### src/rtl/jtbubl_comm_pkg.sv
// jtbubl_comm_pkg: register map, status bit positions and sender FSM states for the main/sound mailbox
package jtbubl_comm_pkg;

    localparam logic [1:0] REG_DATA  = 2'd0;
    localparam logic [1:0] REG_CTRL  = 2'd1;
    localparam logic [1:0] REG_FLUSH = 2'd2;
    localparam logic [1:0] REG_COUNT = 2'd2;

    localparam int BIT_BUSY    = 0;
    localparam int BIT_MFLAG   = 1;
    localparam int BIT_EMPTY   = 2;
    localparam int BIT_FULL    = 3;
    localparam int BIT_OVF_REP = 4;
    localparam int BIT_OVF_CMD = 5;

    typedef enum logic [1:0] {S_IDLE, S_LOAD, S_STB, S_WAIT} state_t;

endpackage

### src/rtl/jtbubl_comm_fifo.sv
// jtbubl_comm_fifo: byte FIFO of depth 2**AW with push, pop, flush and occupancy count
module jtbubl_comm_fifo #(
    parameter int AW = 2
) (
    input  logic          clk,
    input  logic          rst,
    input  logic          push,
    input  logic          pop,
    input  logic          flush,
    input  logic [7:0]    din,
    output logic [7:0]    dout,
    output logic          full,
    output logic          empty,
    output logic [AW:0]   count
);
    logic [7:0]    mem [2**AW];
    logic [AW-1:0] wr_ptr, rd_ptr;
    logic          do_push, do_pop;

    assign full    = count == (AW+1)'(2**AW);
    assign empty   = count == '0;
    // a pop in the same cycle frees the slot, so a push into a full FIFO still lands
    assign do_push = push & (~full | pop);
    assign do_pop  = pop & ~empty;
    assign dout    = mem[rd_ptr];

    always_ff @(posedge clk)
        if (do_push && !flush) mem[wr_ptr] <= din;

    always_ff @(posedge clk) begin
        if (rst || flush) begin
            wr_ptr <= '0;
            rd_ptr <= '0;
            count  <= '0;
        end else begin
            wr_ptr <= wr_ptr + AW'(do_push);
            rd_ptr <= rd_ptr + AW'(do_pop);
            count  <= count + (AW+1)'(do_push) - (AW+1)'(do_pop);
        end
    end
endmodule

### src/rtl/jtbubl_main_comm.sv
// jtbubl_main_comm: main-CPU end of the main/sound mailbox; reply IRQ built only with JTBUBL_COMM_IRQ_EN
module jtbubl_main_comm
    import jtbubl_comm_pkg::*;
#(
    parameter int CMD_AW   = 2,
    parameter int WAIT_MAX = 1023
) (
    input  logic       clk,
    input  logic       rst,
    input  logic       cpu_cs,
    input  logic [1:0] addr,
    input  logic       wr_n,
    input  logic       rd_n,
    input  logic [7:0] cpu_dout,
    output logic [7:0] cpu_din,
    output logic [7:0] snd_latch,
    output logic       snd_stb,
    input  logic       snd_flag,
    input  logic [7:0] main_latch,
    input  logic       main_stb,
    output logic       main_flag,
    output logic       snd_rstn,
    output logic       irq_n
);
    localparam int WW = WAIT_MAX > 0 ? $clog2(WAIT_MAX + 1) : 1;

    state_t        state, next_state;
    logic [WW-1:0] wait_cnt;
    logic          wr_act, rd_act, wr_l, rd_l, stb_l;
    logic          wr_first, rd_first, rep_rise;
    logic          push, pop, flush, ctrl_wr, data_rd, stat_rd;
    logic          full, empty, busy, ovf_cmd, ovf_rep;
    logic [CMD_AW:0] fifo_count;
    logic [7:0]    head, reply, status, rd_data;

    assign wr_act   = cpu_cs & ~wr_n;
    assign rd_act   = cpu_cs & ~rd_n;
    assign wr_first = wr_act & ~wr_l;
    assign rd_first = rd_act & ~rd_l;
    assign rep_rise = main_stb & ~stb_l;
    assign push     = wr_first && addr == REG_DATA;
    assign flush    = wr_first && addr == REG_FLUSH;
    assign ctrl_wr  = wr_first && addr == REG_CTRL;
    assign data_rd  = rd_first && addr == REG_DATA;
    assign stat_rd  = rd_first && addr == REG_CTRL;
    assign pop      = state == S_LOAD;
    assign busy     = state != S_IDLE || !snd_flag;
    assign status   = {2'b0, ovf_cmd, ovf_rep, full, empty, main_flag, busy};

    jtbubl_comm_fifo #(.AW(CMD_AW)) u_fifo (
        .clk   (clk),
        .rst   (rst),
        .push  (push),
        .pop   (pop),
        .flush (flush),
        .din   (cpu_dout),
        .dout  (head),
        .full  (full),
        .empty (empty),
        .count (fifo_count)
    );

    always_comb begin
        next_state = state;
        snd_stb    = state == S_STB;
        case (state)
            S_IDLE: if (!empty && snd_flag && snd_rstn) next_state = S_LOAD;
            S_LOAD: next_state = S_STB;
            S_STB:  next_state = S_WAIT;
            S_WAIT: if (!snd_flag || wait_cnt == WW'(WAIT_MAX)) next_state = S_IDLE;
        endcase
        if (flush || !snd_rstn) next_state = S_IDLE;
    end

    always_comb
        rd_data = addr == REG_DATA  ? reply  :
                  addr == REG_CTRL  ? status :
                  addr == REG_COUNT ? 8'(fifo_count) : 8'hFF;

    always_ff @(posedge clk) begin
        if (rst) begin
            state     <= S_IDLE;
            wait_cnt  <= '0;
            wr_l      <= 1'b0;
            rd_l      <= 1'b0;
            stb_l     <= 1'b0;
            snd_latch <= 8'h00;
            reply     <= 8'h00;
            main_flag <= 1'b0;
            ovf_cmd   <= 1'b0;
            ovf_rep   <= 1'b0;
            snd_rstn  <= 1'b0;
            cpu_din   <= 8'hFF;
        end else begin
            state     <= next_state;
            wait_cnt  <= state == S_WAIT ? wait_cnt + 1'b1 : '0;
            wr_l      <= wr_act;
            rd_l      <= rd_act;
            stb_l     <= main_stb;
            if (state == S_LOAD) snd_latch <= head;
            if (ctrl_wr) snd_rstn <= ~cpu_dout[0];
            if (rd_act) cpu_din <= rd_data;
            if (rep_rise) reply <= main_latch;
            // a capture on the same edge as the data read wins over the clear
            main_flag <= rep_rise | (main_flag & ~data_rd);
            ovf_rep   <= (rep_rise & main_flag) | (ovf_rep & ~stat_rd);
            ovf_cmd   <= (push & full & ~pop) | (ovf_cmd & ~stat_rd);
        end
    end

`ifdef JTBUBL_COMM_IRQ_EN
    logic irq_en;

    always_ff @(posedge clk) begin
        if (rst) begin
            irq_en <= 1'b0;
            irq_n  <= 1'b1;
        end else begin
            if (ctrl_wr) irq_en <= cpu_dout[1];
            irq_n <= ~(main_flag & irq_en);
        end
    end
`else
    assign irq_n = 1'b1;
`endif
endmodule

### config.mk
export PLATFORM = sky130hd
export DESIGN_NAME = jtbubl_main_comm
export DESIGN_NICKNAME = d
export VERILOG_FILES = /design/src/rtl/jtbubl_comm_pkg.sv /design/src/rtl/jtbubl_comm_fifo.sv /design/src/rtl/jtbubl_main_comm.sv
export SDC_FILE = /design/constraint.sdc
export NUM_CORES = 1
export LEC_CHECK = 0
export CAP_MARGIN = 0
export CORE_ASPECT_RATIO = 0.9
export CORE_MARGIN = 1.5
export CORE_UTILIZATION = 59
export CTS_BUF_LIST = sky130_fd_sc_hd__clkbuf_16
export DETAILED_ROUTE_END_ITERATION = 7
export GPL_TIMING_DRIVEN = 0
export PLACE_DENSITY = 0.95
export SLEW_MARGIN = 15
export SYNTH_ARGS = -nofsm -noshare
export SYNTH_HDL_FRONTEND = slang
export SYNTH_SLANG_ARGS = --single-unit
export TNS_END_PERCENT = 1
### constraint.sdc
create_clock -name clk -period 5.97 [get_ports clk]
set_input_delay 1.791 -clock clk [delete_from_list [all_inputs] [get_ports clk]]
set_output_delay 1.791 -clock clk [all_outputs]
set_load 0.02 [all_outputs]
==> results_dict.tcl <==
set metrics [dict create \
    start_util 0.607 \
    ys_seq_area_frac 0.574 \
    rsz0062_at_grt "false" \
    synth_area_leaders "dfxtp_1 (29%), edfxtp_1 (28%), mux4_2 (5.3%)" \
    drt_pass1_iterations 5 \
    gp_congestion 0.895 \
    synth.most_common_cell "dfxtp_1" \
    peakVddDrop_mv 0.225 \
    period_needed_ns 4.23 \
    maxSlewViolCount 0 \
    clockRootBuffer "clkbuf_16" \
    die_h_um 75.2 \
    synth_top_area_cell "dfxtp_1" \
    detail-route-antenna-nets 0 \
    cts_buffers 9 \
    cp.arrival_ns 4.19 \
    n_antenna_cell 0 \
    drcViolationCount 0 \
    grt_remaining_overflow 0 \
    avgRoutedWirePerCell_um 18.6 \
    pin_count 45 \
    die-area_um2 6260 \
    insertion_delay_ns 0.34 \
    instances_no_fill 418 \
    end_kind "register" \
    status "complete, no violations" \
    cts_tree "yes" \
    htree_levels 3 \
    synth_edf_count 32 \
    dp_cells 402 \
    die_w_um 83.2 \
    critical_path_class "primary input to register" \
    synthMuxAreaShare 0.0761 \
    synth_common_cells "dfxtp_1 (50), edfxtp_1 (32), nor2_1 (31), nand2_1 (23), a21oi_1 (18)" \
    cts_setup_buffers 0 \
    synth_top_family_by_area "simple AND/OR/NAND/NOR gates" \
    skew_ns 0.00473 \
    postSynthAreaPerCell_um2 11.8 \
    tns_ns 0 \
    n_fill_cell 340 \
    rows 26 \
    worst_slew_margin_rel 0.461 \
    first_global_vias 2426 \
    synth_area_um2 3420 \
    synth_cell_types 48 \
    hold_class "register to register" \
    drt_iter0_drc 194 \
    core_area_um2 5630 \
    required_ns 5.93 \
    grt_antenna_before_repair 0 \
    synthFlopType "dfxtp_1" \
    grtUsageTotal 0.263 \
    fin_nets 381 \
    hold_viol_final 0 \
    synth-compound-area-share 0.0846 \
    via_count 2456 \
    wl_um 7780 \
    synth_xor_xnor_area_share 0.0333 \
    cts-resized-gates 0 \
    syn_to_final_growth_pct 23.4 \
    powerDensity_nw_per_um2 284 \
    cts_hold_buf 0 \
    setup_viol_count_final 0 \
    drive_gt1_frac 0.0920 \
    synth-seq-cells 82 \
    grt_pass1_wl_um 12100 \
    period_share 0.709 \
    synth-simple-area-share 0.151 \
    synthAdderAreaFrac 0.0498 \
    cp_max_fo 9 \
    synth-async-reset-ratio 0 \
    fmax_mhz 236 \
    grt_max_degree 14 \
    netlist_instances 290 \
    maxCapViolCount 0 \
    clock_sinks 82 \
    synth_nets 328 \
    viasPerCell 5.88 \
    cts.reportedPaths.clkPinSlew_ns 0.06 \
    critPathLaunchType "primary input" \
    synth_top_area_frac 0.293 \
    yosys_warnings 0 \
    hpwl_um 5050 \
    portBuffers 42 \
    leakage_nw 1.49 \
    clockBufferDepth 2 \
    worst_pin_slew_ns 0.805 \
]
placed cells by master, fill, tap and decap left out, types with 4 or more instances in the layout:
| master | synthesis | layout |
|---|---|---|
| dfxtp_1 | 50 | 50 |
| clkdlybuf4s50_1 | 0 | 42 |
| edfxtp_1 | 32 | 32 |
| nor2_1 | 31 | 31 |
| nand2_1 | 23 | 23 |
| a21oi_1 | 18 | 18 |
| inv_1 | 11 | 12 |
| ha_1 | 12 | 12 |
| clkbuf_1 | 10 | 10 |
| nor2b_1 | 9 | 9 |
| clkbuf_16 | 0 | 9 |
| mux4_2 | 8 | 8 |
| mux2i_1 | 8 | 8 |
| xor2_1 | 8 | 8 |
| nor3_1 | 6 | 6 |
| nor3b_1 | 6 | 5 |
| xnor2_1 | 5 | 5 |
| and2_1 | 4 | 4 |
| nand3_1 | 4 | 4 |
cells by family (layout without fill, tap and decap cells):
logic type | Yosys count | count (layout)
adder cells (fa/ha/maj) | 13 | 13
XOR/XNOR | 13 | 13
AND/OR/NAND/NOR | 99 | 99
buffers and inverters | 26 | 84
AO/OA/AOI/OAI | 40 | 40
multiplexers | 16 | 16
other | 1 | 1
flip-flops | 82 | 82
power by group:
part / switching [mW] / leakage, nW / internal, mW / total [mW]
sequential: 0.00580 / 0.695 / 0.591 / 0.597
combinational: 0.0414 / 0.655 / 0.0362 / 0.0776
clock: 0.204 / 0.144 / 0.318 / 0.523
through the flow:
stage	total power [mW]	util	hold slack [ns]	area, µm²	setup WS, ns
after floorplan	0.646	-	0.426	3420	2.29
after global placement	0.680	0.698	0.442	3930	1.27
after detailed placement	0.684	0.699	0.453	3930	1.57
after CTS	1.20	0.749	0.463	4220	1.76
after global routing	1.23	0.749	0.485	4220	1.56
final	1.20	0.749	0.463	4220	1.74
path summary, 6_finish.rpt:
path	slack, ns	cells after the start	endpoint	start
setup reg to reg	3.35	8	u_fifo.count[2]$_SDFF_PP0_	state[1]$_SDFFE_PP0P_
hold / removal	0.46	2	reply[5]$_SDFFE_PP0P_	reply[5]$_SDFFE_PP0P_
hold reg to reg	0.46	2	reply[5]$_SDFFE_PP0P_	reply[5]$_SDFFE_PP0P_
setup / recovery	1.74	8	u_fifo.mem[2][4]$_DFFE_PP_	addr[0]
state kept, by name, indices dropped and copies added (netlist names), 2 cells and up:
| name | flops |
|---|---|
| cpu_din | 8 |
| wait_cnt | 10 |
| u_fifo.count | 3 |
| u_fifo.rd_ptr | 2 |
| state | 2 |
| reply | 8 |
| u_fifo.mem | 32 |
| snd_latch | 8 |
| u_fifo.wr_ptr | 2 |
metal layers:
| metal | track usage | wire length (µm) |
|---|---|---|
| met3 | 0.0833 | 507 |
| met4 | 0.122 | 228 |
| met5 | 0 | 0 |
| met2 | 0.477 | 4000 |
| met1 | 0.291 | 3050 |
worst max-delay path, cell delays in order:
cell	delay, ns
clkdlybuf4s50_1	0.45
inv_1	0.11
ha_1	0.14
clkbuf_1	0.28
nand4bb_1	0.25
nor3_1	0.40
nand2_1	0.14
nor2_1	0.63
area by class of cell:
class | instances | area, µm² | share of cell area
multi-input cells | 182 | 1360 | 0.322
repair buffers | 42 | 420 | 0.0997
flip-flops and latches | 82 | 1960 | 0.465
clock buffers | 9 | 225 | 0.0534
inverters | 11 | 41.3 | 0.00979
clock inverters | 7 | 61.3 | 0.0145
plain buffers | 15 | 62.6 | 0.0148
well taps | 70 | 87.6 | 0.0208
No activity file was read; power rests on OpenSTA's default activity.
